--- src/rtl/fetch_pkg.sv ---
// rtl/fetch_pkg.sv - shared types and constants for the instruction fetch stage
package fetch_pkg;

   localparam int INSTR_BYTES = 4;
   localparam int DWORD_BYTES = 8;

   typedef enum logic [1:0] {
      REQ   = 2'd0,
      WAIT  = 2'd1,
      DRAIN = 2'd2,
      IDLE  = 2'd3
   } fetch_state_e;

   typedef struct packed {
      logic [63:0] pc;
      logic [31:0] instr;
   } fetch_entry_t;

endpackage

--- src/rtl/instr_fetch_if.sv ---
// rtl/instr_fetch_if.sv - memory bus, redirect and decoder handshake bundle
interface instr_fetch_if;

   logic        bus_req_valid;
   logic [63:0] bus_req_addr;
   logic        bus_req_ready;
   logic        bus_resp_valid;
   logic [63:0] bus_resp_data;
   logic        redirect_valid;
   logic [63:0] redirect_pc;
   logic        instr_valid;
   logic [31:0] instruction;
   logic [63:0] cur_pc;
   logic        decode_ready;

   modport master (
      output bus_req_valid, bus_req_addr,
      input  bus_req_ready, bus_resp_valid, bus_resp_data,
      input  redirect_valid, redirect_pc,
      output instr_valid, instruction, cur_pc,
      input  decode_ready
   );

   modport slave (
      input  bus_req_valid, bus_req_addr,
      output bus_req_ready, bus_resp_valid, bus_resp_data,
      output redirect_valid, redirect_pc,
      input  instr_valid, instruction, cur_pc,
      output decode_ready
   );

endinterface

--- src/rtl/fetch_fifo.sv ---
// rtl/fetch_fifo.sv - instruction buffer with 2-wide push, 1-wide pop and flush
module fetch_fifo
   import fetch_pkg::*;
#(
   parameter int DEPTH = 4
) (
   input  logic                       clk,
   input  logic                       resetn_i,
   input  logic                       flush_i,
   input  logic                       push0_i,
   input  logic                       push1_i,
   input  fetch_entry_t               push0_data_i,
   input  fetch_entry_t               push1_data_i,
   input  logic                       pop_i,
   output fetch_entry_t               head_o,
   output logic                       head_valid_o,
   output logic [$clog2(DEPTH):0]     count_o
);

   localparam int AW = $clog2(DEPTH);
   localparam int CW = AW + 1;

   fetch_entry_t    mem_q [DEPTH];
   logic [AW-1:0]   wr_ptr_q;
   logic [AW-1:0]   rd_ptr_q;
   logic [CW-1:0]   count_q;

   // push1 is only ever used together with push0, landing in the following slot
   always_ff @(posedge clk) begin
      if (!resetn_i || flush_i) begin
         wr_ptr_q <= '0;
         rd_ptr_q <= '0;
         count_q  <= '0;
      end else begin
         if (push0_i) mem_q[wr_ptr_q] <= push0_data_i;
         if (push1_i) mem_q[wr_ptr_q + AW'(1)] <= push1_data_i;
         wr_ptr_q <= wr_ptr_q + AW'(push0_i) + AW'(push1_i);
         if (pop_i) rd_ptr_q <= rd_ptr_q + AW'(1);
         count_q  <= count_q + CW'(push0_i) + CW'(push1_i) - CW'(pop_i);
      end
   end

   assign head_o       = mem_q[rd_ptr_q];
   assign head_valid_o = (count_q != '0);
   assign count_o      = count_q;

endmodule

--- src/rtl/instr_fetch.sv ---
// rtl/instr_fetch.sv - fetch FSM: doubleword reads, split into two instructions, redirect flush
module instr_fetch
   import fetch_pkg::*;
#(
   parameter logic [63:0] ENTRY_PC   = 64'h0,
   parameter int          FIFO_DEPTH = 4
) (
   input  logic         clk,
   input  logic         reset,
   instr_fetch_if.master bus
);

   localparam int CW = $clog2(FIFO_DEPTH) + 1;
   localparam int OW = CW + 1;

   fetch_state_e  state_q, state_d;
   logic [63:0]   fetch_pc_q, fetch_pc_d;
   logic          run_q;

   logic [CW-1:0] fifo_count;
   logic [OW-1:0] occ_next;
   fetch_entry_t  head;
   fetch_entry_t  push0_entry, push1_entry;
   logic          head_valid;
   logic          req_fire, resp_take, pop, push0, push1, flush;

   fetch_fifo #(.DEPTH(FIFO_DEPTH)) u_fifo (
      .clk          (clk),
      .resetn_i     (reset),
      .flush_i      (flush),
      .push0_i      (push0),
      .push1_i      (push1),
      .push0_data_i (push0_entry),
      .push1_data_i (push1_entry),
      .pop_i        (pop),
      .head_o       (head),
      .head_valid_o (head_valid),
      .count_o      (fifo_count)
   );

   assign req_fire  = bus.bus_req_valid && bus.bus_req_ready;
   assign pop       = head_valid && bus.decode_ready;
   assign flush     = bus.redirect_valid;
   assign resp_take = (state_q == WAIT) && bus.bus_resp_valid && !bus.redirect_valid;
   assign push0     = resp_take;
   assign push1     = resp_take && !fetch_pc_q[2];
   assign occ_next  = {1'b0, fetch_count_ext()} + OW'(push0) + OW'(push1) - OW'(pop);

   function automatic logic [CW-1:0] fetch_count_ext();
      return fifo_count;
   endfunction

   // An odd-word PC means the low half of the doubleword precedes the target
   always_comb begin
      push0_entry.pc    = fetch_pc_q;
      push0_entry.instr = fetch_pc_q[2] ? bus.bus_resp_data[63:32] : bus.bus_resp_data[31:0];
      push1_entry.pc    = fetch_pc_q + 64'(INSTR_BYTES);
      push1_entry.instr = bus.bus_resp_data[63:32];
   end

   always_comb begin
      state_d    = state_q;
      fetch_pc_d = fetch_pc_q;
      if (bus.redirect_valid) begin
         fetch_pc_d = bus.redirect_pc;
         case (state_q)
            WAIT, DRAIN: state_d = bus.bus_resp_valid ? REQ : DRAIN;
            REQ:         state_d = req_fire ? DRAIN : REQ;
            default:     state_d = REQ;
         endcase
      end else begin
         case (state_q)
            REQ:   if (req_fire) state_d = WAIT;
            WAIT:  if (bus.bus_resp_valid) begin
                      fetch_pc_d = fetch_pc_q + (fetch_pc_q[2] ? 64'(INSTR_BYTES) : 64'(DWORD_BYTES));
                      state_d    = (occ_next <= OW'(FIFO_DEPTH - 2)) ? REQ : IDLE;
                   end
            DRAIN: if (bus.bus_resp_valid) state_d = REQ;
            default: if (fifo_count <= CW'(FIFO_DEPTH - 2)) state_d = REQ;
         endcase
      end
   end

   // run_q keeps the request line quiet until the first edge out of reset
   always_ff @(posedge clk) begin
      if (!reset) begin
         state_q    <= REQ;
         fetch_pc_q <= ENTRY_PC;
         run_q      <= 1'b0;
      end else begin
         state_q    <= state_d;
         fetch_pc_q <= fetch_pc_d;
         run_q      <= 1'b1;
      end
   end

   assign bus.bus_req_valid = run_q && (state_q == REQ);
   assign bus.bus_req_addr  = bus.bus_req_valid ? {fetch_pc_q[63:3], 3'b000} : 64'h0;
   assign bus.instr_valid   = head_valid;
   assign bus.instruction   = head_valid ? head.instr : 32'h0;
   assign bus.cur_pc        = head_valid ? head.pc : 64'h0;

`ifndef SYNTHESIS
   always_ff @(posedge clk) begin
      if (reset && bus.bus_resp_valid && (state_q != WAIT) && (state_q != DRAIN))
         $error("instr_fetch: read response with no outstanding request");
   end
`endif

endmodule

--- src/flat_wrapper.sv ---
// flat-port wrapper written by rule: the top's interface ports become plain ports
module instr_fetch_flat import fetch_pkg::*;
#(
   parameter logic [63:0] ENTRY_PC   = 64'h0,
   parameter int          FIFO_DEPTH = 4
)
  (clk, reset, bus_bus_req_valid, bus_bus_req_addr, bus_bus_req_ready, bus_bus_resp_valid, bus_bus_resp_data, bus_redirect_valid, bus_redirect_pc, bus_instr_valid, bus_instruction, bus_cur_pc, bus_decode_ready);
  instr_fetch_if bus_i ();
  input  logic clk;
  input  logic reset;
  output wire logic [$bits(bus_i.bus_req_valid)-1:0] bus_bus_req_valid;
  output wire logic [$bits(bus_i.bus_req_addr)-1:0] bus_bus_req_addr;
  input wire logic [$bits(bus_i.bus_req_ready)-1:0] bus_bus_req_ready;
  input wire logic [$bits(bus_i.bus_resp_valid)-1:0] bus_bus_resp_valid;
  input wire logic [$bits(bus_i.bus_resp_data)-1:0] bus_bus_resp_data;
  input wire logic [$bits(bus_i.redirect_valid)-1:0] bus_redirect_valid;
  input wire logic [$bits(bus_i.redirect_pc)-1:0] bus_redirect_pc;
  output wire logic [$bits(bus_i.instr_valid)-1:0] bus_instr_valid;
  output wire logic [$bits(bus_i.instruction)-1:0] bus_instruction;
  output wire logic [$bits(bus_i.cur_pc)-1:0] bus_cur_pc;
  input wire logic [$bits(bus_i.decode_ready)-1:0] bus_decode_ready;
  assign bus_bus_req_valid = bus_i.bus_req_valid;
  assign bus_bus_req_addr = bus_i.bus_req_addr;
  assign bus_i.bus_req_ready = bus_bus_req_ready;
  assign bus_i.bus_resp_valid = bus_bus_resp_valid;
  assign bus_i.bus_resp_data = bus_bus_resp_data;
  assign bus_i.redirect_valid = bus_redirect_valid;
  assign bus_i.redirect_pc = bus_redirect_pc;
  assign bus_instr_valid = bus_i.instr_valid;
  assign bus_instruction = bus_i.instruction;
  assign bus_cur_pc = bus_i.cur_pc;
  assign bus_i.decode_ready = bus_decode_ready;
  instr_fetch #(.ENTRY_PC(ENTRY_PC), .FIFO_DEPTH(FIFO_DEPTH)) u_core (.clk(clk), .reset(reset), .bus(bus_i));
endmodule
--- config.mk ---
export PLATFORM = sky130hd
export DESIGN_NAME = instr_fetch_flat
export DESIGN_NICKNAME = d
export VERILOG_FILES = /design/src/rtl/fetch_pkg.sv /design/src/rtl/instr_fetch_if.sv /design/src/rtl/fetch_fifo.sv /design/src/rtl/instr_fetch.sv /design/src/flat_wrapper.sv
export SDC_FILE = /design/constraint.sdc
export NUM_CORES = 1
export LEC_CHECK = 0
export CORE_ASPECT_RATIO = 2
export CORE_UTILIZATION = 38
export CTS_CLUSTER_DIAMETER = 120
export DETAILED_ROUTE_END_ITERATION = 10
export SETUP_SLACK_MARGIN = 0.4
export SLEW_MARGIN = 20
export SYNTH_ARGS = -nofsm -noshare
export SYNTH_HDL_FRONTEND = slang
export SYNTH_SLANG_ARGS = --single-unit
--- constraint.sdc ---
create_clock -name clk -period 8.83 [get_ports clk]
set_input_delay 1.766 -clock clk [delete_from_list [all_inputs] [get_ports clk]]
set_output_delay 1.766 -clock clk [all_outputs]
set_load 0.01 [all_outputs]
==> impl_metrics.yaml <==
min_path:
  hold_class: "register to register"
  holdPathEnd: "u_core.u_fifo.mem_q[1][32]"
  min_from: "u_core.fetch_pc_q[0]"
  hold_depth: 0
synthesis:
  synth_simple_gate_area_share_pct: 13.6
  synthArstFlopShare_pct: 0
  syn_area_mm2: 0.0236
  synthAdderAreaFrac_pct: 0.784
  ys_seq_area_share_pct: 55.3
  synth_compound_area_share_pct: 3.88
  synthMuxAreaShare_pct: 15.4
  synth_edf_count: 384
  synth.distinct_cells: 66
  syn_area_per_cell_um2: 12.7
  syn_inst: 1858
  ys_ff_latch: 460
  synth-warning-count: 0
  synth_xor_area_share_pct: 5.86
  synth_top_family_by_area: "multiplexers"
  synth_flop_cell: "edfxtp_1"
worst_setup_path:
  rr_startpoint: "u_core.fetch_pc_q[2]"
  arrival_ns: 3.48
  crit_fanout: 60
  reg2reg_depth: 7
  end_kind: "output pin"
  r2r-end: "u_core.fetch_pc_q[63]"
  required_ns: 7.06
  rrSetupSlack_ns: 4.69
  crit_type: "register to output pin"
  cp-start-kind: "register"
layout:
  drive_gt1_share_pct: 18.9
  multi_input_area_mm2: 0.00945
  syn_to_final_growth_pct: 19.4
  nets: 2097
  nFillCells: 5532
  register_area_mm2: 0.0131
cts:
  cts_setup_buffers: 0
  cts_root_buf: "clkbuf_16"
  htree_levels: 2
  worstSkewPairLatency_ns: 0.58
  path_clk_slew_ns: 0.07
  cts_buffer_depth: 3
  ctsHoldBuffers: 0
  cts_tree: "built"
  post_cts_resized: 0
  cts_buffers: 44
  clkSinkCount: 460
timing:
  timing.setup.tns_ns: 0
  finalCriticalPeriod_ns: 5.24
  fmax_mhz: 191
  setup_ws_ns: 3.59
  rsz0062_at_grt: "no"
  hold_viol_final: 0
  relSlewSlack_pct: 18.2
  worst_pin_slew_ns: 1.22
  fin_skew_ns: 0.0289
  min_period_over_period_pct: 59.4
  slew_viol_final: 0
  setup_viol: 0
global_routing:
  grt_pass1_vias: 16223
  overflow: 0
  grt_pass1_wl_um: 104000
  grtUsageTotal_pct: 22.4
  antenna_found_initial: 1
  grt_max_degree: 99
detailed_routing:
  ant_nets: 0
  dr.pass1.iters: 5
  finalWirelength_um: 70500
  drc: 0
  drt_iter0_drc: 1138
  viasPerCell: 5.56
  num_vias: 15393
  post_drt_wl_per_cell_um: 25.5
power:
  ir_drop_mv: 0.138
  leakagePower_uw: 0.00953
  power_uw: 4830
  p_per_area_mw_per_mm2: 171
placed_design:
  pre_cts_ws_ns: 3.50
  dp_hpwl_um: 46600
  gp_congestion: 0.854
  numPortBuffers: 292
die:
  core_area_mm2: 0.0612
  die_width_um: 178
  io_pins: 296
  die_area_mm2: 0.0632
  start_util_pct: 38.6
  fp.dieH_um: 355
  num_rows: 128
status:
  status: "complete, no violations"
job:
  maxCapViolCount: 0
cell usage after synthesis, types with 20 or more instances:
library cell / count / area, um^2
nand3_1: 33 / 165
and3_1: 77 / 482
edfxtp_1: 384 / 11500
o21ai_0: 55 / 275
mux4_2: 96 / 2160
a21oi_1: 23 / 115
nand4_1: 30 / 188
nor3_1: 27 / 135
nand2_1: 81 / 304
nor2_1: 93 / 349
mux2_2: 128 / 1440
xnor2_1: 67 / 587
xor2_1: 91 / 797
buf_2: 44 / 220
dfxtp_1: 76 / 1520
clkbuf_1: 208 / 781
inv_1: 20 / 75.1
and2_1: 110 / 688
through the flow:
step                      instances  hold WS, ns  instance area (um^2)  util, %
after floorplan                1860        0.459                 23600        -
after global placement         2684        0.486                 26700     43.6
after detailed placement       2684        0.493                 26700     43.6
after CTS                      2766        0.508                 28200     46.0
after global routing           2766        0.525                 28200     46.1
final                          2767        0.512                 28200     46.1
kinds of logic after synthesis:
| kind of cell | count (synthesis) |
|---|---|
| AND/OR/NAND/NOR | 557 |
| flip-flops | 460 |
| buffers and inverters | 300 |
| multiplexers | 227 |
| XOR/XNOR | 158 |
| AO/OA/AOI/OAI | 142 |
| adder cells (fa/ha/maj) | 13 |
| other | 1 |
state kept, by name, summed over array words and instances, names as in the netlist, named ones only:
name and count:
u_core.state_q 2, u_core.fetch_pc_q 64, u_core.u_fifo.mem_q 384, u_core.u_fifo.wr_ptr_q 2
u_core.u_fifo.rd_ptr_q 2, u_core.u_fifo.count_o 3, u_core.run_q 1
per-layer routing:
layer | track usage [%] | wire, um
met1 | 25.7 | 26000
met2 | 40.8 | 37000
met4 | 10.4 | 3140
met5 | 0 | 0
met3 | 2.91 | 4430
worst max path at each step:
| stage | to | startpoint | cells past startpoint |
|---|---|---|---|
| after floorplan | u_core.u_fifo.mem_q[1][0] | bus_redirect_valid | 5 |
| final | bus_cur_pc[45] | register | 4 |
| after global routing | bus_cur_pc[45] | register | 4 |
| after detailed placement | u_core.u_fifo.mem_q[2][25] | reset | 6 |
| after CTS | bus_cur_pc[45] | register | 4 |
| after global placement | u_core.u_fifo.mem_q[2][25] | reset | 6 |
layout by cell type (no fill, tap or decap), types with 30 or more instances in the layout:
cell type	Yosys	final
xor2_1	91	91
and3_1	77	77
edfxtp_1	384	384
xnor2_1	67	67
clkdlybuf4s50_1	0	290
nor2_1	93	88
o21ai_0	55	55
mux2_2	128	128
mux4_2	96	96
nand2_1	81	80
nand3_1	33	31
and2_1	110	110
nand4_1	30	30
clkbuf_16	0	45
dfxtp_1	76	73
cell type report:
cell class / count / area share (%)
diodes: 1 / 0.00888
flip-flops and latches: 460 / 46.3
well taps: 780 / 3.46
clock inverters: 24 / 0.786
repair buffers: 321 / 11.2
clock buffers: 58 / 4.42
multi-input cells: 1100 / 33.5
inverters: 23 / 0.306
report_power, final:
group	leakage, uW	internal, uW	total [uW]	switching (uW)
Sequential	0.00412	2390	2450	68.9
Clock	0.000728	1110	1950	841
Combinational	0.00468	223	421	198
worst max-delay path: stages (launching register included):
cell	delay, ns
dfxtp_4	0.76
buf_4	0.90
mux4_2	0.37
and2_1	0.24
clkdlybuf4s50_1	0.58
(Power assumes the default switching activity.)
